**config.mk**
```make
export PLATFORM = sky130hd
export DESIGN_NAME = pwm_ramp_ctrl
export DESIGN_NICKNAME = d
export VERILOG_FILES = /design/src/rtl/pwm_pkg.sv /design/src/rtl/pwm_ramp_chan.sv /design/src/rtl/pwm_ramp_ctrl.sv
export SDC_FILE = /design/constraint.sdc
export NUM_CORES = 1
export LEC_CHECK = 0
export ABC_AREA = 0
export BUFFER_PORTS_ARGS = -buffer_cell sky130_fd_sc_hd__buf_2
export CAP_MARGIN = 40
export CORE_ASPECT_RATIO = 1.75
export CORE_UTILIZATION = 62
export CTS_CLUSTER_SIZE = 16
export DETAILED_ROUTE_END_ITERATION = 7
export PLACE_DENSITY_LB_ADDON = 0.1
export SETUP_SLACK_MARGIN = 0.5
export SLEW_MARGIN = 20
export SYNTH_ARGS = -nofsm -noshare
export SYNTH_HDL_FRONTEND = slang
export SYNTH_HIERARCHICAL = 1
export SYNTH_SLANG_ARGS = --single-unit
```
**constraint.sdc**
```tcl
create_clock -name clk_i -period 5.7 [get_ports clk_i]
set_input_delay 0.57 -clock clk_i [delete_from_list [all_inputs] [get_ports clk_i]]
set_output_delay 0.57 -clock clk_i [all_outputs]
set_load 0.03 [all_outputs]
```
**src/rtl/pwm_pkg.sv**
```systemverilog
// rtl/pwm_pkg.sv - shared encodings for the multi-channel PWM ramp controller
//
// Purpose: channel FSM state encoding and cool/heat mode encoding used by
//          pwm_ramp_chan and pwm_ramp_ctrl.
// Ports:   none (package).
package pwm_pkg;

  typedef logic [1:0] chan_state_t;

  // Channel FSM states
  localparam logic [1:0] ST_RUN   = 2'd0;
  localparam logic [1:0] ST_DRAIN = 2'd1;
  localparam logic [1:0] ST_DEAD  = 2'd2;

  // Actuator selection
  localparam logic MODE_COOL = 1'b0;
  localparam logic MODE_HEAT = 1'b1;

endpackage

```
**src/rtl/pwm_ramp_chan.sv**
```systemverilog
// rtl/pwm_ramp_chan.sv - one channel: duty ramp, cool/heat interlock FSM, PWM output mux
//
// Purpose: slews the applied duty toward the requested speed once per PWM
//          period and sequences cool/heat changes as drain -> dead time -> ramp up.
// Ports:
//   clk_i, rst_i   clock, asynchronous active-high reset
//   en_i           run enable (outputs are forced low while 0)
//   boundary_i     last clock of a period; the only edge where state updates
//   cnt_i          shared period counter
//   speed_i        target duty for this channel
//   mode_i         requested mode, 0 = cool, 1 = heat
//   pwm_cool_o     registered cool PWM
//   pwm_heat_o     registered heat PWM
//   duty_o         duty currently applied
//   settled_o      registered: RUN, duty == speed and active mode == mode
module pwm_ramp_chan
  import pwm_pkg::*;
#(
  parameter int WIDTH        = 8,
  parameter int RAMP_STEP    = 1,
  parameter int DEAD_PERIODS = 2
) (
  input  logic             clk_i,
  input  logic             rst_i,
  input  logic             en_i,
  input  logic             boundary_i,
  input  logic [WIDTH-1:0] cnt_i,
  input  logic [WIDTH-1:0] speed_i,
  input  logic             mode_i,
  output logic             pwm_cool_o,
  output logic             pwm_heat_o,
  output logic [WIDTH-1:0] duty_o,
  output logic             settled_o
);

  localparam int               DW        = $clog2(DEAD_PERIODS + 1);
  localparam logic [WIDTH-1:0] STEP      = WIDTH'(RAMP_STEP);
  localparam logic [DW-1:0]    DEAD_LOAD = DW'(DEAD_PERIODS);
  localparam logic [DW-1:0]    DEAD_ONE  = DW'(1);

  chan_state_t      state_q, state_d;
  logic             active_q, active_d;
  logic [DW-1:0]    dead_q, dead_d;
  logic [WIDTH-1:0] duty_q, duty_d;
  logic             cool_q, heat_q, settled_q;
  logic [WIDTH-1:0] up_ramp, down_ramp;
  logic             pwm_on;

  // Move cur toward tgt by at most STEP; the step is clipped to the gap so
  // the result can neither overshoot nor wrap.
  function automatic logic [WIDTH-1:0] approach(input logic [WIDTH-1:0] cur,
                                                input logic [WIDTH-1:0] tgt);
    logic [WIDTH-1:0] gap;
    logic [WIDTH-1:0] delta;
    logic [WIDTH-1:0] res;
    gap   = (tgt >= cur) ? (tgt - cur) : (cur - tgt);
    delta = (gap < STEP) ? gap : STEP;
    res   = (tgt >= cur) ? (cur + delta) : (cur - delta);
    return res;
  endfunction

  assign up_ramp   = approach(duty_q, speed_i);
  assign down_ramp = approach(duty_q, '0);

  always_comb begin
    state_d  = state_q;
    active_d = active_q;
    dead_d   = dead_q;
    duty_d   = duty_q;
    if (boundary_i) begin
      case (state_q)
        // RUN and DRAIN share the drain step: the edge that detects the mode
        // mismatch already applies the first downward step, and reaching zero
        // on that step goes straight to the dead time.
        ST_RUN, ST_DRAIN: begin
          if (mode_i != active_q) begin
            duty_d = down_ramp;
            if (down_ramp == '0) begin
              state_d = ST_DEAD;
              dead_d  = DEAD_LOAD;
            end else begin
              state_d = ST_DRAIN;
            end
          end else begin
            state_d = ST_RUN;
            duty_d  = up_ramp;
          end
        end
        // The dead time always runs to completion; the mode taken is the one
        // sampled on the final dead boundary, which also applies the first
        // ramp-up step so the next period is already driven.
        ST_DEAD: begin
          dead_d = dead_q - DEAD_ONE;
          if (dead_q <= DEAD_ONE) begin
            state_d  = ST_RUN;
            active_d = mode_i;
            dead_d   = '0;
            duty_d   = up_ramp;
          end
        end
        default: begin
          state_d = ST_RUN;
        end
      endcase
    end
  end

  // cnt_i never reaches duty on the boundary clock, so duty/active changes
  // on that edge cannot shorten or glitch a pulse.
  assign pwm_on = en_i && (state_q != ST_DEAD) && (cnt_i < duty_q);

  always_ff @(posedge clk_i or posedge rst_i) begin
    if (rst_i) begin
      state_q   <= ST_RUN;
      active_q  <= MODE_COOL;
      dead_q    <= '0;
      duty_q    <= '0;
      cool_q    <= 1'b0;
      heat_q    <= 1'b0;
      settled_q <= 1'b0;
    end else begin
      state_q   <= state_d;
      active_q  <= active_d;
      dead_q    <= dead_d;
      duty_q    <= duty_d;
      cool_q    <= pwm_on && (active_q == MODE_COOL);
      heat_q    <= pwm_on && (active_q == MODE_HEAT);
      settled_q <= (state_q == ST_RUN) && (duty_q == speed_i) && (active_q == mode_i);
    end
  end

  assign pwm_cool_o = cool_q;
  assign pwm_heat_o = heat_q;
  assign duty_o     = duty_q;
  assign settled_o  = settled_q;

endmodule

```
**src/rtl/pwm_ramp_ctrl.sv**
```systemverilog
// rtl/pwm_ramp_ctrl.sv - multi-channel soft-start PWM controller with cool/heat interlock
//
// Purpose: shared period counter and period-start pulse, plus one
//          pwm_ramp_chan per channel.
// Ports:
//   clk_i, rst_i     clock, asynchronous active-high reset
//   en_i             run enable; 0 clears the counter and holds channel state
//   speed_i          per-channel target duty, channel i at [i*WIDTH +: WIDTH]
//   mode_i           per-channel requested mode, 0 = cool, 1 = heat
//   pwm_cool_o       per-channel cool PWM
//   pwm_heat_o       per-channel heat PWM
//   duty_cur_o       per-channel applied duty
//   period_start_o   one-clock pulse on the first clock of each period
//   settled_o        per-channel settled flag
module pwm_ramp_ctrl
  import pwm_pkg::*;
#(
  parameter int WIDTH        = 8,
  parameter int CHANNELS     = 2,
  parameter int RAMP_STEP    = 1,
  parameter int DEAD_PERIODS = 2
) (
  input  logic                      clk_i,
  input  logic                      rst_i,
  input  logic                      en_i,
  input  logic [CHANNELS*WIDTH-1:0] speed_i,
  input  logic [CHANNELS-1:0]       mode_i,
  output logic [CHANNELS-1:0]       pwm_cool_o,
  output logic [CHANNELS-1:0]       pwm_heat_o,
  output logic [CHANNELS*WIDTH-1:0] duty_cur_o,
  output logic                      period_start_o,
  output logic [CHANNELS-1:0]       settled_o
);

  logic [WIDTH-1:0] cnt_q, cnt_d;
  logic             ps_q;
  logic             boundary;

  assign cnt_d    = en_i ? (cnt_q + WIDTH'(1)) : '0;
  assign boundary = en_i && (cnt_q == '1);

  // period_start is registered alongside the pwm outputs so both lag the
  // counter by one clock and the first high clock lines up with the pulse.
  always_ff @(posedge clk_i or posedge rst_i) begin
    if (rst_i) begin
      cnt_q <= '0;
      ps_q  <= 1'b0;
    end else begin
      cnt_q <= cnt_d;
      ps_q  <= en_i && (cnt_q == '0);
    end
  end

  assign period_start_o = ps_q;

  for (genvar g = 0; g < CHANNELS; g++) begin : g_chan
    pwm_ramp_chan #(
      .WIDTH       (WIDTH),
      .RAMP_STEP   (RAMP_STEP),
      .DEAD_PERIODS(DEAD_PERIODS)
    ) u_chan (
      .clk_i      (clk_i),
      .rst_i      (rst_i),
      .en_i       (en_i),
      .boundary_i (boundary),
      .cnt_i      (cnt_q),
      .speed_i    (speed_i[g*WIDTH +: WIDTH]),
      .mode_i     (mode_i[g]),
      .pwm_cool_o (pwm_cool_o[g]),
      .pwm_heat_o (pwm_heat_o[g]),
      .duty_o     (duty_cur_o[g*WIDTH +: WIDTH]),
      .settled_o  (settled_o[g])
    );
  end

endmodule

```
Word level (Yosys, flattened, before mapping)
Index checks and enable logic that the tools add are counted.
{ "totals": {"regBits": 41, "in_bits": 21, "output_inout_bits": 23, "wordCells": 132} }
{ "classes": {"add_sub_neg": 17, "n_lt_le_gt_ge": 12, "n_eq_ne": 19, "n_mux": 35, "bitwise_logic": 2, "n_reduce_logical": 31} }
{ "ops": {"columns": ["cell", "n"], "rows": [
  ["$mux 8", 17],
  ["$sub 8x8->8", 8],
  ["$add 8x8->8", 4],
  ["$lt 8x1->1 const B", 4],
  ["$pmux 8 s2", 2],
  ["$logic_not 8->1", 3],
  ["$mux 2", 12],
  ["$eq 8x8->1", 2],
  ["$ge 1x8->1 const A", 2],
  ["$ge 8x8->1", 2],
  ["$lt 8x8->1", 2],
  ["$pmux 2 s2", 4],
  ["$sub 1x8->8 const A", 2],
  ["$logic_and 1x1->1", 14],
  ["$ne 2x1->1 const B", 6],
  ["$reduce_and 3->1", 4],
  ["$add 8x1->8 const B", 1],
  ["$eq 8x8->1 const B", 1],
  ["$reduce_and 4->1", 2],
  ["$eq 2x1->1 const B", 2],
  ["$eq 2x2->1 const B", 2],
  ["$le 2x1->1 const B", 2],
  ["$logic_not 2->1", 2],
  ["$ne 2x2->1 const B", 2],
  ["7 further kinds", 14]
]} }

Depth between registers and ports, before layout
Gate-level depths: netlist of the first run.
{ "logic_depth": {"depth_word": 10, "ltp_mapped": 23, "mapped_depth_nobuf": 23} }

Cells and area by module
Netlist of the first run, hierarchy kept.
{ "by_module_without_submodules": {"columns": ["mod", "n_inst", "cells_per_inst", "area_each_um2", "seq_area_each_um2"], "rows": [
  ["pwm_ramp_chan at g_chan[0].u_chan", 1, 298, 2423.6, 400.4],
  ["pwm_ramp_chan at g_chan[1].u_chan", 1, 280, 2309.7, 400.4],
  ["pwm_ramp_ctrl", 1, 41, 436.7, 225.2]
]} }

Least setup slack after synthesis of the first run
OpenSTA, ideal clock, no wires.
{ "synth_path": {"path_kind": "register to register", "start": "register g_chan[1].u_chan.duty_q[1]", "end": "register g_chan[1].u_chan.duty_q[7]", "setup_time_ns": 0.142, "arrival_time_ns": 5.083, "required_ns": 5.558, "slack_ns": 0.475, "stages_incl_launch_ff": 22, "path_buffers": 0, "synth_period_minus_slack_ns": 5.225, "cell_sequence": "dfrtp_1 > inv_1 > fa_1 > nand3_1 > a31o_1 > and2_4 > mux2_4 > a2111o_1 > o211ai_2 > and2_1 > ha_1 > and3_1 > ha_1 > a21o_1 > a21oi_1 > o21bai_1 > a21oi_1 > o21bai_1 > a21o_1 > and4_1 > o41ai_2 > o2111ai_1"} }
{ "synth_via": {"elab_chain_len": 8, "elab_cells_between_ends": 20, "classes_between": "7 x add/sub; 4 x order compare; 9 x mux"} }
{ "synth_lines": {"columns": ["item", "line", "text"], "rows": [
  ["start: declaration", "pwm_ramp_chan.sv:44", "logic [WIDTH-1:0] duty_q, duty_d;"],
  ["start signal: assignment", "pwm_ramp_chan.sv:125", "duty_q <= duty_d;"],
  ["$sub 8x8->8 (tied with other cells)", "pwm_ramp_chan.sv:56", "gap = (tgt >= cur) ? (tgt - cur) : (cur - tgt);"],
  ["$mux 8", "pwm_ramp_chan.sv:56", null],
  ["$lt 8x1->1", "pwm_ramp_chan.sv:57", "delta = (gap < STEP) ? gap : STEP;"],
  ["$mux 8", "pwm_ramp_chan.sv:57", null],
  ["$sub 8x8->8 or $add 8x8->8 (tied branches)", "pwm_ramp_chan.sv:58", "res = (tgt >= cur) ? (cur + delta) : (cur - delta);"],
  ["$mux 8", "pwm_ramp_chan.sv:58", null],
  ["$mux 8 (on tied branches)", "pwm_ramp_chan.sv:94, pwm_ramp_chan.sv:76", null],
  ["$pmux 8 s2 *", "pwm_ramp_chan.sv:71", "case (state_q)"]
]} }
Every way passes the cells marked *; elsewhere a longest branch is shown, timed or not. The select of a mux whose other input is x is not followed.
A chain may end at the register's enable or synchronous reset.

Worst setup path in the final report of the first run
{ "layout_path": {"start": "register g_chan[1].u_chan.duty_q[5]", "end": "register g_chan[1].u_chan.duty_q[7]"} }
Same word-level chain as after synthesis.

==> results.yml, run 1 <==
status:
  outcome: "finished, violations left"
  violations: "DRC"
floorplan:
  dieArea_sq_um: 8722
  start_util: 0.6449
  die_h_um: 122.8
  dieWidth_um: 71.03
  io_pins: 44
  rows: 43
  core_area_sq_um: 8016
clock_tree:
  cts-root-buf: "clkbuf_16"
  clock_sinks: 41
  htree_num_levels: 2
  numCtsBuffers: 5
  worstSkewPairLatency_ns: 0.29
  clockBufferDepth: 2
  clk_pin_slew_ns: 0.07
  cts_tree: "built"
drt:
  wl_um: 14780
  drc_errors: 4
  via_per_inst: 6.462
  antenna_left: 0
  wl_per_cell_um: 19.07
  num_vias: 5008
  drt-initial-drc-count: 250
  dr.pass1.iters: 8
setup_path:
  path_buf_inv: 1
  crit_required_ns: 5.85
  critPathTopFamily: "compound AO/OA/AOI/OAI gates"
  max_stage_delay_ns: 0.44
  start_kind: "flop"
  r2r_cells: 21
  cp_num_cells: 21
  critPathSlowestCell: "dfrtp_2"
  crit_chain: "buf_4 -> ha_4 -> nand4_2 -> a31o_4 -> and2_4 -> mux2_4 -> a2111o_1 -> o211ai_2 -> and2_4 -> ha_1 -> and3_4 -> ha_1 -> a21o_1 -> a21oi_2 -> o21bai_1 -> a21oi_2 -> o21bai_1 -> a21o_1 -> and4_1 -> o41ai_2 -> o2111ai_1"
  end_kind: "flop"
  path_max_fanout: 12
  crit_type: "reg2reg"
  arrival_ns: 5.16
sta:
  fmax_mhz: 199.8
  slew_viol_final: 0
  period_minus_slack_ns: 5.006
  skew_ns: 0.01160
  fin_tns_setup_ns: 0
  fin_crit_sh: 0.8782
  slew_headroom: 0.5344
  setup_violations: 0
  hold_viol_final: 0
  rsz0062_at_grt: "false"
  tightest_slew_ns: 0.6931
logic_synthesis:
  ys_warn_count: 6
  synth_common_cells: "80 x ha_1, 62 x inv_1, 54 x nand2_1"
  async_reset_ff_frac: 1.000
  synth_edf_count: 0
  syn-mean-instance-area_sq_um: 8.352
  yosysSeqAreaShare: 0.1985
  postSynthCellCount: 619
  synth_cell_types: 75
  syn_area_sq_um: 5170
  synth_area_leaders: "dfrtp_1 20%, ha_1 19%, a21oi_1 4.9%"
  synthFlopType: "dfrtp_1"
  yosys.area.top_type: "dfrtp_1"
  yosys.area.top_type_share: 0.1985
  ys_seq_elements: 41
  synth.most_common_cell: "ha_1"
  syn-num-nets: 728
grt:
  top_usage_layer: "met2"
  grt_pass1_wl_um: 23540
  grt_max_degree: 18
  overflow: 0
  grt_use_met1: 0.3234
  first_global_vias: 5046
  antenna_found_initial: 0
  grt_usage: 0.3543
  grt_use_met2: 0.7073
  met3_usage: 0.03284
power_and_ir_drop:
  powerDensity_nw_per_um2: 144.5
  p_leak_nw: 2.961
  max-vdd-ir-drop_uv: 146.1
run:
  cap_violations: 0
cells_and_area:
  diodes: 0
  layout-drive-gt1-share: 0.1854
  nets: 793
  final_cells: 775
  area_growth_pct: 14.91
placement:
  hpwl_um: 11820
  port_buffers: 43
  dp.cells: 758
  gp_congestion: 0.9422
worst_hold_path:
  min_path_type: "in2async"
[registers in the layout, indices dropped and copies added, names as in the netlist]
register	cells
period_start_o	1
g_chan.u_chan/state_q	4
g_chan.u_chan/active_q	2
g_chan.u_chan/dead_q	4
g_chan.u_chan/pwm_cool_o	2
g_chan.u_chan/settled_o	2
cnt_q	8
g_chan.u_chan/pwm_heat_o	2
g_chan.u_chan/duty_o	16
[path summary, 6_finish.rpt]
check                                                        from                                      to  slack, ns
min                                                         rst_i                      cnt_q[7]$_DFF_PP0_       0.28
max reg2reg                g_chan[1].u_chan/duty_o[5]$_DFFE_PP0P_  g_chan[1].u_chan/duty_o[7]$_DFFE_PP0P_       0.69
min reg2reg                g_chan[1].u_chan/dead_q[0]$_DFFE_PP0P_  g_chan[1].u_chan/dead_q[0]$_DFFE_PP0P_       0.51
max in group asynchronous                                   rst_i  g_chan[1].u_chan/duty_o[1]$_DFFE_PP0P_       4.83
max                        g_chan[1].u_chan/duty_o[5]$_DFFE_PP0P_  g_chan[1].u_chan/duty_o[7]$_DFFE_PP0P_       0.69
min in group clk_i         g_chan[1].u_chan/dead_q[0]$_DFFE_PP0P_  g_chan[1].u_chan/dead_q[0]$_DFFE_PP0P_       0.51
[worst reg2reg max path, cell delays in order (launching register included)]
cell and delay (ns):
dfrtp_2 0.44, buf_4 0.16, ha_4 0.33, nand4_2 0.15, a31o_4 0.26, and2_4 0.18
mux2_4 0.32, a2111o_1 0.44, o211ai_2 0.13, and2_4 0.21, ha_1 0.22, and3_4 0.16
ha_1 0.27, a21o_1 0.17, a21oi_2 0.14, o21bai_1 0.11, a21oi_2 0.18, o21bai_1 0.12
a21o_1 0.19, and4_1 0.21, o41ai_2 0.32, o2111ai_1 0.16
[layer usage]
| layer | vias to the layer above | routed length (um) |
|---|---|---|
| met5 | - | 0 |
| met3 | 54 | 539 |
| met2 | 183 | 8291 |
| li1 | 2368 | - |
| met1 | 2403 | 4941 |
| met4 | 0 | 1005 |
[through the flow]
step	area, sq um	utilization	power, W	hold slack [ns]	setup slack [ns]
CTS	5779	0.7209	0.0008558	0.2800	0.4566
global route	5941	0.7411	0.0008882	0.3031	0.4046
detailed placement	5568	0.6946	0.0004780	0.4884	0.09818
floorplan	5171	-	0.0004351	0.3979	0.5724
global placement	5568	0.6946	0.0004736	0.4773	0.2629
finish	5941	0.7411	0.0008586	0.2757	0.6941
[what timing repair did]
item                                    4_1_cts  5_1_grt
hold buffers                                  0        0
gates resized for setup                       6       21
cloned                                        0        0
endpoints found under the setup margin        2        4
pin swaps                                     0       12
setup buffers                                 0        9
[layout make-up]
type / count / area [sq um]
fill: 660 / 2076
multi-input combinational: 502 / 3943
inverter: 63 / 236.5
timing repair buffer: 71 / 425.4
tap: 90 / 112.6
clock buffer: 5 / 125.1
clock inverter: 3 / 68.82
sequential: 41 / 1030
[cells by family (layout without fill, tap and decap cells)]
family	count (synthesis)	after routing	synth area share
simple gates	182	182	0.1919
compound gates	178	178	0.2302
buf+inv	76	142	0.06002
flops	41	41	0.1985
fa+ha+maj	88	88	0.2246
mux	16	16	0.03243
other cells	2	2	0.001453
xor+xnor	36	36	0.06099
[power by group]
part	internal [W]	total [W]	switching, W
logic	0.0000759	0.000186	0.000110
registers	0.000294	0.000299	0.00000419
clock network	0.000253	0.000374	0.000121
total	0.000623	0.000859	0.000236
[layout by cell type (no fill, tap or decap), types with 5 or more instances in the layout]
| cell | n |
|---|---|
| o21ai_0 | 33 |
| o21bai_1 | 11 |
| ha_1 | 77 |
| clkbuf_16 | 5 |
| xor2_1 | 14 |
| nor2b_1 | 10 |
| nand2b_1 | 9 |
| mux2i_1 | 13 |
| or3_1 | 6 |
| a31oi_1 | 5 |
| a21oi_1 | 48 |
| nand2_1 | 54 |
| and2_1 | 7 |
| inv_1 | 60 |
| fa_1 | 6 |
| o211ai_1 | 8 |
| buf_4 | 28 |
| nor3_1 | 11 |
| xnor2_1 | 21 |
| a211oi_1 | 5 |
| dfrtp_1 | 38 |
| nand3_1 | 8 |
| a21o_1 | 20 |
| nor2_1 | 33 |
| buf_2 | 43 |
| nand4_1 | 10 |
(Power assumes the default switching activity.)
==> run 2, diff against run 1 <==
--- a/config.mk
+++ b/config.mk
@@ -7,3 +7,3 @@
 export LEC_CHECK = 0
-export ABC_AREA = 0
+export ABC_AREA = 1
 export BUFFER_PORTS_ARGS = -buffer_cell sky130_fd_sc_hd__buf_2
@@ -11,3 +11,3 @@
 export CORE_ASPECT_RATIO = 1.75
-export CORE_UTILIZATION = 62
+export CORE_UTILIZATION = 63
 export CTS_CLUSTER_SIZE = 16
@@ -16,2 +16,3 @@
 export SETUP_SLACK_MARGIN = 0.5
+export SKIP_CTS_REPAIR_TIMING = 1
 export SLEW_MARGIN = 20
--- a/constraint.sdc
+++ b/constraint.sdc
@@ -3,2 +3,2 @@
 set_output_delay 0.57 -clock clk_i [all_outputs]
-set_load 0.03 [all_outputs]
+set_load 0.01 [all_outputs]
==> run 2 against run 1 <==
  * The flow now finishes without violations
  * Highest routed layer unchanged
  * Flip-flop and latch count is the same
  * Clock skew shrank 0.0041 ns
  * Largest power group unchanged
  * Global-route usage is essentially flat
  * Largest cell class unchanged
  * Register-to-register slack gained 0.54 ns
  * Clock power is essentially flat
  * Worst setup slack gained 0.54 ns
  * Via count grew 23%
==> results.yml, run 2 <==
status:
  outcome: "completed"
drt:
  wl_um: 16590
  dr.pass1.iters: 5
  drt-initial-drc-count: 365
  wl_per_cell_um: 15.34
  num_vias: 6183
  antenna_left: 0
  via_per_inst: 5.720
  drc_errors: 0
setup_path:
  critPathSlowestCell: "dfrtp_1"
  worstReg2RegEnd: "g_chan[1].u_chan/duty_o[6]$_DFFE_PP0P_"
  path_max_fanout: 11
  end_kind: "flop"
  crit_type: "reg2reg"
  r2r_cells: 25
  r2r-start: "g_chan[1].u_chan/duty_o[1]$_DFFE_PP0P_"
  path_buf_inv: 3
  max_stage_delay_ns: 0.61
  crit_required_ns: 5.85
  arrival_ns: 4.62
  crit_top_cell: "nand2_1"
  start_kind: "flop"
  r2r_setup_slack_ns: 1.23
  critPathTopFamily: "simple AND/OR/NAND/NOR gates"
grt:
  grt_max_degree: 18
  overflow: 0
  grt_usage: 0.3542
  grt_pass1_wl_um: 26510
  antenna_found_initial: 0
  first_global_vias: 6028
  met3_usage: 0.04324
  grt_use_met1: 0.3376
  top_usage_layer: "met2"
  grt_use_met2: 0.6571
power_and_ir_drop:
  p_leak_nw: 3.633
  powerDensity_nw_per_um2: 133.1
  p_clk_frac: 0.438
  power.internal_w: 0.0006089
  max-vdd-ir-drop_uv: 129.5
  netSwitchingFraction: 0.2836
  seq_power_share: 0.350
  power_frac_comb: 0.212
  power_switching_w: 0.0002411
sta:
  skew_ns: 0.007460
  rsz0062_at_grt: "false"
  setup_violations: 0
  tightest_slew_ns: 0.6223
  slew_headroom: 0.5847
  period_minus_slack_ns: 4.469
  fin_tns_setup_ns: 0
  slew_viol_final: 0
  fin_crit_sh: 0.7840
  hold_viol_final: 0
  fmax_mhz: 223.8
clock_tree:
  cts_tree: "built"
  clk_pin_slew_ns: 0.06
  worstSkewPairLatency_ns: 0.28
  clockBufferDepth: 2
  clock_sinks: 41
  cts-root-buf: "clkbuf_16"
  numCtsBuffers: 5
  htree_num_levels: 2
floorplan:
  die_h_um: 130.0
  rows: 46
  dieArea_sq_um: 9764
  io_pins: 44
  start_util: 0.6483
  core_area_sq_um: 9094
  dieWidth_um: 75.13
cells_and_area:
  nets: 1069
  layout_commonest_cell: "nand2_1"
  layout-drive-gt1-share: 0.1082
  final_util: 0.7023
  largest_register_ffs: 16
  diodes: 0
  area_growth_pct: 8.319
  final_cell_mix: "262 x nand2_1, 170 x inv_1, 80 x ha_1"
logic_synthesis:
  ys_warn_count: 6
  syn-mean-instance-area_sq_um: 6.422
  async_reset_ff_frac: 1.000
  synth_cell_types: 45
  yosysSeqAreaShare: 0.1740
  synth_common_cells: "262 x nand2_1, 170 x inv_1, 80 x ha_1"
  yosys.area.top_type: "dfrtp_1"
  yosys.area.top_type_share: 0.1740
  postSynthCellCount: 918
  syn_area_sq_um: 5896
  synthFlopType: "dfrtp_1"
  syn-num-nets: 1027
  synth_area_leaders: "dfrtp_1 17%, ha_1 17%, nand2_1 17%"
  synth_edf_count: 0
  ys_seq_elements: 41
  synth.most_common_cell: "nand2_1"
placement:
  port_buffers: 43
  hpwl_um: 13510
  gp_congestion: 0.9426
worst_hold_path:
  min_path_type: "in2async"
run:
  cap_violations: 0
-- run 2: cell count changes after synthesis, moves of 16 or more --
cell / before / now
nand2_1: 54 / 262
a21o_1: 20 / 4
nand3_1: 9 / 67
nor2_1: 33 / 74
inv_1: 62 / 170
-- run 2: layout make-up --
cell class,instances,area (sq um)
Sequential cell,41,1026
Timing Repair Buffer,44,222.7
Clock inverter,3,68.82
Tap cell,120,150.1
Multi-Input combinational cell,692,4133
Clock buffer,5,125.1
Fill cell,861,2708
Inverter,176,660.6
-- run 2: how the worst max path moves through the flow --
stage,start,end,slack [ns],cells after the start
after floorplan,speed_i[0],g_chan[0].u_chan/duty_o[6]$_DFFE_PP0P_,1.76,26
after global placement,speed_i[0],g_chan[0].u_chan/duty_o[6]$_DFFE_PP0P_,1.43,26
after detailed placement,g_chan[1].u_chan/duty_o[1]$_DFFE_PP0P_,g_chan[1].u_chan/duty_o[6]$_DFFE_PP0P_,1.28,25
after CTS,g_chan[1].u_chan/duty_o[1]$_DFFE_PP0P_,g_chan[1].u_chan/duty_o[6]$_DFFE_PP0P_,1.24,25
after global routing,g_chan[1].u_chan/duty_o[1]$_DFFE_PP0P_,g_chan[1].u_chan/duty_o[6]$_DFFE_PP0P_,0.77,25
final,g_chan[1].u_chan/duty_o[1]$_DFFE_PP0P_,g_chan[1].u_chan/duty_o[6]$_DFFE_PP0P_,1.23,25
-- run 2: stage by stage --
| step | power (W) | std cells | worst slack [ns] | hold WS, ns | instance area (sq um) |
|---|---|---|---|---|---|
| final | 0.0008499 | 1081 | 1.231 | 0.2641 | 6386 |
| after global routing | 0.0008861 | 1081 | 0.7678 | 0.3100 | 6386 |
| after CTS | 0.0008495 | 1081 | 1.240 | 0.2795 | 6386 |
| after detailed placement | 0.0004802 | 1073 | 1.281 | 0.4643 | 6192 |
| after global placement | 0.0004760 | 1073 | 1.426 | 0.4565 | 6192 |
| after floorplan | 0.0004398 | 918 | 1.756 | 0.3979 | 5896 |
-- run 2: metal layers --
metal / share of wire / vias up
li1: - / 3013
met1: 0.35 / 2811
met2: 0.53 / 274
met3: 0.049 / 85
met4: 0.077 / 0
met5: 0 / -
-- run 2: worst reg2reg max path, cell delays in order (launching register included) --
cell     delay (ns)
dfrtp_1        0.61
inv_1          0.29
fa_1           0.54
nand2_1        0.10
nand2_1        0.06
nand2_1        0.10
nand3_2        0.26
nand3_1        0.18
nand2_1        0.10
nor2_4         0.13
nand3_4        0.10
inv_1          0.07
ha_1           0.21
inv_1          0.05
nor2_1         0.06
fa_1           0.45
nand2_1        0.08
nand2_1        0.05
a21oi_1        0.16
nor2_1         0.08
o21ai_0        0.16
nand2_1        0.09
xnor2_1        0.14
o21ai_0        0.09
nand2_1        0.08
o21ai_0        0.09
-- run 2: cells by family (layout without fill, tap and decap cells) --
kind of cell,Yosys count,after routing,share of synthesized area
AOI/OAI and AO/OA,112,112,0.1123
adders and majority gates,88,88,0.1969
DFF,41,41,0.1740
buffers and inverters,185,228,0.1250
other,2,2,0.001274
and+or+nand+nor,471,471,0.3623
xor gates and xnor gates,19,19,0.02823
-- run 2: power by group through the flow --
| stage | Combinational, W | Clock, W | Sequential [W] |
|---|---|---|---|
| final | 0.000180 | 0.000372 | 0.000298 |
| after global routing | 0.000204 | 0.000384 | 0.000298 |
| after CTS | 0.000178 | 0.000374 | 0.000298 |
| after detailed placement | 0.000177 | 0 | 0.000303 |
| after global placement | 0.000173 | 0 | 0.000303 |
| after floorplan | 0.000137 | 0 | 0.000303 |
